===== config.mk =====
export PLATFORM = sky130hd
export DESIGN_NAME = fetch_execute_unit
export DESIGN_NICKNAME = d
export VERILOG_FILES = /design/src/rtl/fetch_execute_unit.sv
export SDC_FILE = /design/constraint.sdc
export NUM_CORES = 1
export LEC_CHECK = 0
export ABC_AREA = 1
export BUFFER_PORTS_ARGS = -buffer_cell sky130_fd_sc_hd__buf_2
export CORE_MARGIN = 2
export CORE_UTILIZATION = 35
export DETAILED_ROUTE_END_ITERATION = 12
export GPL_ROUTABILITY_DRIVEN = 0
export SYNTH_ARGS = -nofsm -noshare
export SYNTH_HDL_FRONTEND = slang
export SYNTH_SLANG_ARGS = --single-unit
export TNS_END_PERCENT = 50

===== constraint.sdc =====
create_clock -name clk -period 1.55 [get_ports clk]
set_input_delay 0.0775 -clock clk [delete_from_list [all_inputs] [get_ports clk]]
set_output_delay 0.0775 -clock clk [all_outputs]
set_load 0.03 [all_outputs]

===== src/rtl/fetch_execute_unit.sv =====
// fetch_execute_unit: accumulator-machine control stage.
// Fetches 16-bit instructions, decodes them, and sequences memory reads/writes.
// Drives a downstream combinational ALU and holds the PC, IR, MBR and accumulator.
module fetch_execute_unit #(
  parameter logic [15:0] RESET_PC = 16'h0000
) (
  input  logic        clk,
  input  logic        reset,
  output logic [15:0] mem_addr,
  output logic [15:0] mem_wdata,
  output logic        mem_we,
  input  logic [15:0] mem_rdata,
  output logic [3:0]  alu_opcode,
  output logic [15:0] alu_operand1,
  output logic [15:0] alu_operand2,
  input  logic [15:0] alu_result,
  output logic [15:0] pc_out,
  output logic [15:0] acc_out,
  output logic        halted
);

  typedef enum logic [2:0] {
    S_FETCH,
    S_DECODE,
    S_EXEC,
    S_MEMRD,
    S_WB,
    S_HALT
  } state_t;

  typedef enum logic [3:0] {
    OP_HALT  = 4'h0,
    OP_LOAD  = 4'h1,
    OP_STORE = 4'h2,
    OP_JUMP  = 4'h3,
    OP_JUMPZ = 4'h4,
    OP_ALUM  = 4'h5,
    OP_ALUI  = 4'h6
  } op_t;

  state_t      state;
  state_t      state_next;
  logic [15:0] pc;
  logic [15:0] ir;
  logic [15:0] mbr;
  logic [15:0] ac;

  logic [3:0]  op;
  logic [15:0] addr12;
  logic [15:0] addr8;

  assign op     = ir[15:12];
  assign addr12 = {4'h0, ir[11:0]};
  assign addr8  = {8'h00, ir[7:0]};

  // State register
  always_ff @(posedge clk or negedge reset) begin
    if (!reset) begin
      state <= S_FETCH;
    end else begin
      state <= state_next;
    end
  end

  // Next-state sequencing
  always_comb begin
    state_next = S_FETCH;
    unique case (state)
      S_FETCH:  state_next = S_DECODE;
      S_DECODE: state_next = S_EXEC;
      S_EXEC: begin
        if (op == OP_LOAD || op == OP_ALUM) begin
          state_next = S_MEMRD;
        end else if (op == OP_HALT) begin
          state_next = S_HALT;
        end else begin
          state_next = S_FETCH;
        end
      end
      S_MEMRD:  state_next = S_WB;
      S_WB:     state_next = S_FETCH;
      S_HALT:   state_next = S_HALT;
      default:  state_next = S_FETCH;
    endcase
  end

  // Architectural registers: PC, IR, MBR, accumulator
  always_ff @(posedge clk or negedge reset) begin
    if (!reset) begin
      pc  <= RESET_PC;
      ir  <= '0;
      mbr <= '0;
      ac  <= '0;
    end else begin
      case (state)
        S_DECODE: begin
          ir <= mem_rdata;
          pc <= pc + 16'd1;
        end
        S_EXEC: begin
          case (op)
            OP_JUMP:  pc <= addr12;
            OP_JUMPZ: if (ac == '0) pc <= addr12;
            OP_ALUI:  ac <= alu_result;
            default:  ;
          endcase
        end
        S_MEMRD: mbr <= mem_rdata;
        S_WB: begin
          if (op == OP_LOAD) begin
            ac <= mbr;
          end else if (op == OP_ALUM) begin
            ac <= alu_result;
          end
        end
        default: ;
      endcase
    end
  end

  // Memory, ALU and status drive
  always_comb begin
    mem_addr     = '0;
    mem_we       = 1'b0;
    mem_wdata    = ac;
    alu_opcode   = ir[11:8];
    alu_operand1 = ac;
    alu_operand2 = (state == S_WB) ? mbr : addr8;
    halted       = (state == S_HALT);
    case (state)
      S_FETCH: mem_addr = pc;
      S_EXEC: begin
        case (op)
          OP_LOAD: mem_addr = addr12;
          OP_ALUM: mem_addr = addr8;
          OP_STORE: begin
            mem_addr = addr12;
            mem_we   = 1'b1;
          end
          default: ;
        endcase
      end
      default: ;
    endcase
  end

  assign pc_out  = pc;
  assign acc_out = ac;

endmodule


==> flow_summary.toml <==
[outcome]
outcome = "finished, violations left"
violations = "setup timing"

[synthesis]
yosysSeqAreaShare_pct = 40.9
synthMuxAreaShare_pct = 1.92
synth_top_family_by_area = "simple AND/OR/NAND/NOR gates"
synth-simple-area-share_pct = 30.3
netlist_area_um2 = 4100
avgSynthCellArea_um2 = 7.40
async_reset_ff_share_pct = 100
ys_seq_elements = 67
yosysTopAreaCellShare_pct = 40.9
synthFlopType = "dfrtp_1"
synth-compound-area-share_pct = 10.7
synth.yosys.warnings = 0
yosys.area_share.adder_pct = 0.305
synthXorXnorAreaFrac_pct = 0
synth-edff-count = 0
ys_types = 31
synthTopCellsByCount = "182 x nand2_1, 67 x dfrtp_1, 64 x inv_1"
synthCells = 554
synth_largest_area_cell = "dfrtp_1"
syn_nets = 589
synth.most_common_cell = "nand2_1"
synth_area_leaders = "dfrtp_1 41%, nand2_1 17%, buf_4 6.8%, inv_1 5.9%, o21ai_0 5.6%"

[floorplan]
dieWidth_um = 112
fp.dieArea_um2 = 12600
die_y_um = 112
ioPinCount = 136
row_count = 39
core-area_um2 = 11400
initial_utilization_pct = 35.9

[clocking]
clk_path_buf_depth = 2
ctsRootBufferMaster = "clkbuf_16"
cts-buffers-inserted = 9
cts_tree = "done"
clock_latency_ns = 0.33
cts.htree.levels = 3
cts.reportedPaths.clkPinSlew_ns = 0.06
cts.sinks = 67

[setup_path]
critPathCaptureType = "primary output"
timing.rr.end = "pc_out[1]"
rrSetupSlack_ns = -0.06
rr_startpoint = "state[0]"
endpoint = "mem_addr[8]"
critical_path_class = "reg2out"
rr_worst_depth = 8
cp_data_required_time_ns = 1.47
worstPathArrival_ns = 1.59
startpoint = "ir[14]"
path_max_fanout = 4
worstSetupStartpointType = "register"

[power_and_ir_drop]
p_switching_mw = 7.16
p_int_mw = 7.01
power_mw = 14.2
ir_worst_vdd_mv = 1.08
pwr-share-seq_pct = 24.2
power_frac_clock_pct = 15.6
p_per_area_nw_per_um2 = 2360
switching_share_pct = 50.5
leakage_nw = 3.07
power_frac_comb_pct = 60.1

[cells_and_area]
nFillCells = 1089
syn_to_final_growth_pct = 46.2
drive_above_1_share_pct = 42.1
nNetsFinal = 731
finish.instance_area_um2 = 6000
multiInputGateArea_um2 = 2180
diodes = 0
regArea_um2 = 1680

[drt]
routed_via_density = 4.90
wl_per_cell_um = 15.0
wirelength_um = 12700
drc_errors = 0
vias = 4135
drtIter0Drc = 217
first_pass_iters = 5
ant_nets = 0

[grt]
grt_start_max_net_pins = 68
grt_pass1_wl_um = 20100
track_usage_pct = 19.7
grt_overflow = 0
antenna_found_initial = 0
grt_pass1_vias = 3969

[timing]
rsz0062_at_grt = "yes"
fin_setup_tns_ns = -2.66
relSlewSlack_pct = 74.4
drv_slew = 0
setup_viol = 48
worst_clock_skew_ns = 0.00857
min_period_ns = 1.66
worst_slew_pin_slew_ns = 0.384
fin_ws_ns = -0.115
fin_crit_sh_pct = 107
max_freq_ghz = 0.601
final_hold_viol_count = 0

[min_path]
holdCritPathClass = "in2reg"

[place]
dp_hpwl_um = 8800
port_buffers = 135
place_area_um2 = 4880

[flow_run]
maxCapViolCount = 0
## flip-flops by register name, summed over array words and instances, names as in the netlist
register  count
acc_out      16
ir           16
mbr          16
pc_out       16
state         3
## area by class of cell
class / instances / area share, %
clock buffers: 12 / 4.11
well taps: 143 / 2.98
clock inverters: 4 / 1.23
repair inverters: 2 / 0.292
multi-input cells: 367 / 36.3
repair buffers: 182 / 22.4
flip-flops and latches: 67 / 28.1
inverters: 67 / 4.57
## worst min-delay path by stage
stage / slack [ns] / cells past startpoint / end / start
after CTS: 0.02 / 3 / mbr[11] / mem_rdata[11]
final: 0.02 / 3 / mbr[1] / mem_rdata[1]
after detailed placement: 0.13 / 2 / ir[9] / reset
after floorplan: -0.22 / 0 / acc_out[0] / reset
after global routing: 0.04 / 3 / mbr[12] / mem_rdata[12]
after global placement: 0.13 / 2 / pc_out[5] / reset
## worst max-delay path, cell delays in order (launching register included)
cell and delay, ns:
dfrtp_2 0.44, nor2_4 0.16, nand3_4 0.10, o31a_1 0.12
buf_6 0.14, o22ai_4 0.14, buf_6 0.16
## power by group through the flow
stage | Sequential (mW) | Clock (mW) | Combinational, mW
floorplan | 3.88 | 0 | 4.61
global placement | 3.36 | 0 | 6.86
detailed placement | 3.37 | 0 | 6.93
CTS | 3.41 | 2.24 | 7.87
global route | 3.53 | 2.32 | 9.14
finish | 3.43 | 2.22 | 8.52
## metrics by stage
| stage | cells | hold WS, ns | setup WS, ns | utilization, % |
|---|---|---|---|---|
| 2_1_floorplan | 554 | -0.218 | -0.223 | - |
| 3_3_place_gp | 809 | 0.132 | 0.0437 | 42.7 |
| 3_5_place_dp | 809 | 0.134 | 0.0182 | 42.7 |
| 4_1_cts | 840 | 0.0153 | -0.0976 | 49.7 |
| 5_1_grt | 844 | 0.0368 | -0.177 | 52.5 |
| 6_report | 844 | 0.0179 | -0.115 | 52.5 |
## kinds of logic after synthesis
| family | Yosys count |
|---|---|
| adder cells (fa/ha/maj) | 1 |
| multiplexers | 7 |
| AND/OR/NAND/NOR | 284 |
| flip-flops | 67 |
| buffers and inverters | 121 |
| AO/OA/AOI/OAI | 74 |
## timing repair
action                                 CTS  global route
hold buffers                             1             0
buffers inserted                        12             2
setup endpoints to repair               33            65
resized for setup                      111            63
pin swaps                               18             6
endpoints found under the hold margin   67             0
gates cloned                             2             2
## per-layer routing
metal	vias up	GRT usage (%)	part of all wire [%]
met3	23	2.32	4.8
met4	0	7.15	2.3
met1	1967	25.8	42
met5	-	0	0
met2	139	33.9	51
li1	2006	-	-
## layout by cell type (no fill, tap or decap), types with 13 or more instances in the layout
cell	synthesis	layout
nor2_4	3	16
nand2_1	182	163
o211ai_1	13	13
buf_2	6	102
inv_1	64	61
o21ai_0	46	41
nand2_2	13	24
buf_6	4	33
nand3_1	28	26
dfrtp_1	67	61
buf_4	37	38
nor2_1	42	25
No activity file was read; power rests on OpenSTA's default activity.
